$ cat src/rtl/mips_reg_file.sv
// 32-entry MIPS GPR file: r0 hard-wired to zero, $sp (r29) resets to SP_INIT.
// Latency: reads are combinational, writes land on the next edge. No backpressure: every write is accepted.
module mips_reg_file #(
  parameter int              DATA_W  = 32,
  parameter logic [DATA_W-1:0] SP_INIT = 32'h0000_3FFC,
  parameter bit              BYPASS  = 1'b1
) (
  input  logic              clk,
  input  logic              rst,
  input  logic              reg_write,
  input  logic [4:0]        wr_addr,
  input  logic [DATA_W-1:0] wr_data,
  input  logic [4:0]        rd_addr1,
  input  logic [4:0]        rd_addr2,
  output logic [DATA_W-1:0] rd_data1,
  output logic [DATA_W-1:0] rd_data2
);

  localparam logic [4:0] SP_IDX = 5'd29;

  // r0 has no storage; the array starts at r1.
  logic [DATA_W-1:0] regs [1:31];

  always_ff @(posedge clk) begin
    if (rst) begin
      for (int i = 1; i < 32; i++) begin
        regs[i] <= (5'(i) == SP_IDX) ? SP_INIT : '0;
      end
    end else if (reg_write && (wr_addr != 5'd0)) begin
      regs[wr_addr] <= wr_data;
    end
  end

  logic [4:0]        rd_addr [2];
  logic [DATA_W-1:0] rd_data [2];

  assign rd_addr[0] = rd_addr1;
  assign rd_addr[1] = rd_addr2;
  assign rd_data1   = rd_data[0];
  assign rd_data2   = rd_data[1];

  for (genvar p = 0; p < 2; p++) begin : g_rd
    // Reset and r0 override everything, so stored X never leaks out of a held-in-reset file.
    always_comb begin
      rd_data[p] = '0;
      if (!rst && (rd_addr[p] != 5'd0)) begin
        if (BYPASS && reg_write && (rd_addr[p] == wr_addr)) begin
          rd_data[p] = wr_data;
        end else begin
          rd_data[p] = regs[rd_addr[p]];
        end
      end
    end
  end

endmodule

$ cat config.mk
export PLATFORM = sky130hd
export DESIGN_NAME = mips_reg_file
export DESIGN_NICKNAME = d
export VERILOG_FILES = /design/src/rtl/mips_reg_file.sv
export SDC_FILE = /design/constraint.sdc
export NUM_CORES = 2
export LEC_CHECK = 0
export CAP_MARGIN = 20
export CORE_MARGIN = 3
export CORE_UTILIZATION = 36
export DETAILED_ROUTE_END_ITERATION = 10
export HOLD_SLACK_MARGIN = 0.05
export PLACE_DENSITY = 0.57
export SYNTH_ARGS = -nofsm -noshare
export SYNTH_HDL_FRONTEND = slang
export SYNTH_SLANG_ARGS = --single-unit
export TNS_END_PERCENT = 5
$ cat constraint.sdc
create_clock -name clk -period 4.8 [get_ports clk]
set_input_delay 0.96 -clock clk [delete_from_list [all_inputs] [get_ports clk]]
set_output_delay 0.96 -clock clk [all_outputs]
set_load 0.01 [all_outputs]
Word-level counts from Yosys, hierarchy flattened --
Memory sizes are Yosys's and may differ from the RTL's. Index checks and enable logic that the tools add are counted.
Word-level totals: flip-flop bits (word level) 0, word-level logic and storage cells 25, RAM bits 992, output and inout bits 64, memories kept 1, input port bits 50
Memories:
- regs | words 31, bits a word 32, rd ports 2, clocked after Yosys merged registers in 0, write ports 31, line 22 | logic [DATA_W-1:0] regs [1:31];
Cells by class: reduce and logical (&&, ||, !) cells 10, equality and inequality tests 2, muxes and demuxes 12
Operator list (count):
- 2-to-1 mux 32 bit | 5
- OR reduction 32 bit | 1
- nonzero test 5 bit | 3
- == test 5 bit | 2
- 2-to-1 mux 1 bit | 6
- logical AND 1 bit | 5
- 2-to-1 mux 5 bit | 1
- logical NOT 1 bit | 1

Depth between registers and ports, before layout --
depth in word-level cells 7, depth in mapped cells 9, mapped depth without buffers 5

Worst setup path after synthesis --
OpenSTA, ideal clock, no wires.
path kind input to register, start input port wr_addr[2], end memory regs[20][0], enable pin, library setup time 466 ps, data arrival time 4079 ps, stages on the path 6, setup slack 256 ps, path buffers 3, required time 4334 ps, path through buf_2 -> or3_1 -> clkbuf_1 -> nand3b_1 -> buf_2 -> o21ai_0
RTL lines:
- start, declared | line 11 | input logic [4:0] wr_addr,
- end, declared | line 22

Final worst setup path --
start input port rd_addr2[3], end output port rd_data2[20]
Between the ends: word-level cells in the longest chain between the ends 4, elaborated cells between the ends (all ways) 7, those cells by class eq/ne (1); mux (2); reduce/logical (3); memory (1)
Ends and longest elaborated chain:
- start, declared | line 14 | input logic [4:0] rd_addr2,
- branches (longest 3 deep; another with memory read (31 x 32 bit))
- 2-to-1 mux 32 bit (*) | line 46 | if (!rst && (rd_addr[p] != 5'd0)) begin
- end, declared | line 16 | output logic [DATA_W-1:0] rd_data2
Every way passes the cells marked *.

==> run summary <==
Maximum vdd drop: 0.328 mV
Maximum fanout along the worst path: 6
RSZ-0062 raised after global routing: false
End point of the worst hold path: regs[0][29]
Wirelength, routed: 211000 µm
Ratio of cells with drive above 1 in the final layout: 23.1%
Critical path endpoint category: output port
Final worst path period share: 98.8%
Cell-by-cell listing of the critical path: clkdlybuf4s50_1 -> buf_12 -> nor3_1 -> a21oi_1 -> and3_2 -> buf_4 -> a32o_1 -> a21o_1 -> clkdlybuf4s50_1
Die Area: 158000 µm²
Power Density: 347 nW/µm²
Static power due to leakage: 22.8 nW
Critical hold path startpoint: wr_data[29]
Worst setup path class: in -> out
Gr ovfl total: 0
Count of cells along the worst hold path: 2
Number of cells in the design after placement: 5914
Count of endpoints failing setup in the final report: 0
Tot GR Track Use: 26.4%
Unique masters post-synth: 48
DR vias/cell: 6.15
Most used cells in the layout excluding fill and tap cells: edfxtp_1, and2_1, mux4_2
Largest net degree at the start of global routing: 45
Count of H-tree levels built during CTS: 3
Most common library cell in the layout ignoring fill and taps: edfxtp_1
Initial Util: 36.5%
Maximum cell stage delay along the critical path: 590 ps
CTS clk-pin slew, worst paths: 60 ps
Leading cell types by total area after synthesis: edfxtp_1, mux4_2, and2_1
Critical-path cell with the highest stage delay: clkdlybuf4s50_1
Largest registers: regs x1024
Post-Syn Area: 55100 µm²
Hold crit path type: in -> reg
Critical path data arrival time: 3780 ps
# resized after CTS: 0
Top cell type's share of synthesized area: 55.8%
Synth async-reset ratio: 0%
Number of standard cells in the final layout excluding fillers: 6130
Number of routed nets with antenna violations: 0
Routed via count: 37700
Clock tree from TritonCTS: done
Max-slew violations: 0
Tightest Pin Transition: 1230 ps
Number of warning messages in the yosys log: 0
Most used flip-flop cell after synthesis: edfxtp_1
Yosys reg bits: 1024
DRC violation total after the first TritonRoute iteration: 5563
Quantity of hold-fixing buffers added after cts: 0
Largest area contributor in the synthesized netlist: edfxtp_1
Worst slew margin relative to its limit: 17.7%
Post-Syn Area per Cell: 14.2 µm²
Fraction of met1 tracks used by global routing: 36.4%
Number of detailed-routing iterations run before antenna repair: 5
Via count of the first global-routing pass: 37200
Total negative setup slack: 0 ps
Nature of the critical path startpoint: primary input
Initial antenna violation count: 17
Die Y: 397 µm
Average routed wire per standard cell: 34.4 µm
# nets final: 4063
Final HPWL from detailed placement: 135000 µm
Dominant cell type by count on the critical path: clkdlybuf4s50_1
Final Wtd Congestion: 0.860
Met2 layer usage reported by global route: 41.1%
Buf+Inv Stages, Crit Path: 4
Number of enable-type register cells in the synthesized netlist: 1024
Number of cells produced by synthesis: 3865
Number of top-level pins: 114
Post-synthesis sequential area ratio: 55.8%
Busiest layer in global routing: met2
Max Buffers Root-to-Sink: 3
Cell Rows: 142
Biggest register: regs
Total clock buffers created by CTS: 111
Count of unresolved DRC violations after routing: 0
GR Util met3: 5.00%
Worst hold slack across all endpoints: 1040 ps
Width of the die: 397 µm
Total core area: 151000 µm²
Clock Tree Root: clkbuf_16
Run status: completed
Global-route wire length before repair: 293000 µm
Layout overhead on the synthesized area: 17.5%
FMAX: 211 MHz
CP top delay family: buffers and inverters
Worst path required time: 3840 ps
Sink count of the clock tree: 1024
Number of buffer cells added on primary ports: 113
Largest register FFs: 1024
Max cap viols: 0
Crit path time final: 4740 ps
Final hold viol count: 0
==> final cells by class <==
cell class	instances	area, µm²
sequential	1024	30700
antenna	6	15.0
timing repair buffer	426	4550
tap	2016	2520
inverter	4	16.3
multi-input combinational	2446	23200
clock buffer	137	2900
clock inverter	71	756
fill	13500	86100
==> how the worst max path moves through the flow <==
stage                startpoint      endpoint  slack, ps  cells past startpoint
floorplan            wr_addr[2]   regs[20][0]        260                      6
global placement    rd_addr2[3]  rd_data2[31]         90                      8
detailed placement  rd_addr2[3]  rd_data2[31]         60                      8
CTS                 rd_addr2[3]  rd_data2[31]         40                      8
global route        rd_addr2[3]  rd_data2[20]         10                      9
finish              rd_addr2[3]  rd_data2[20]         60                      9
==> cell families after synthesis <==
| group | Yosys count | share of synthesized area, % |
|---|---|---|
| muxes | 669 | 20.9 |
| other | 1 | 0.00681 |
| buffers and inverters | 426 | 3.41 |
| xor gates and xnor gates | 10 | 0.159 |
| DFF | 1024 | 55.8 |
| AOI/OAI and AO/OA | 451 | 6.15 |
| and+or+nand+nor | 1284 | 13.5 |
==> cell usage after synthesis (34+ instances only) <==
master    instances
a21oi_1          34
a221oi_1         63
a22oi_1          95
a32o_1           62
and2_1          982
buf_2            83
clkbuf_1        282
edfxtp_1       1024
mux2i_1         283
mux4_2          386
nand2_1         193
nand3_1          34
nor2_1           40
o21ai_0          63
==> report_power, final <==
group	internal, mW	switching [mW]	total [mW]	leakage (nW)
clock network	5.04	3.80	8.84	1.78
registers	10.3	0.254	10.6	9.76
logic	1.25	1.76	3.01	11.3
==> through the flow <==
step                power [mW]  utilization (%)  worst slack (ps)  area, µm²
detailed placement        13.7             40.5              58.2      61000
CTS                       22.5             42.9              35.7      64700
finish                    22.4             42.9              56.4      64700
global route              23.0             42.9              10.4      64700
global placement          13.7             40.5              90.6      61000
floorplan                 12.3                -               256      55200
==> repair_timing <==
item                                    CTS  global route
buffers inserted                          0             2
hold endpoints to repair                  0             0
endpoints found under the setup margin    0            13
==> routing by layer <==
layer,routed length [µm],vias up
met5,66,-
met4,9090,10
met3,21300,441
met2,96200,2387
met1,84400,19700
li1,-,15100
Note: power is estimated with default switching activity, not from simulation.
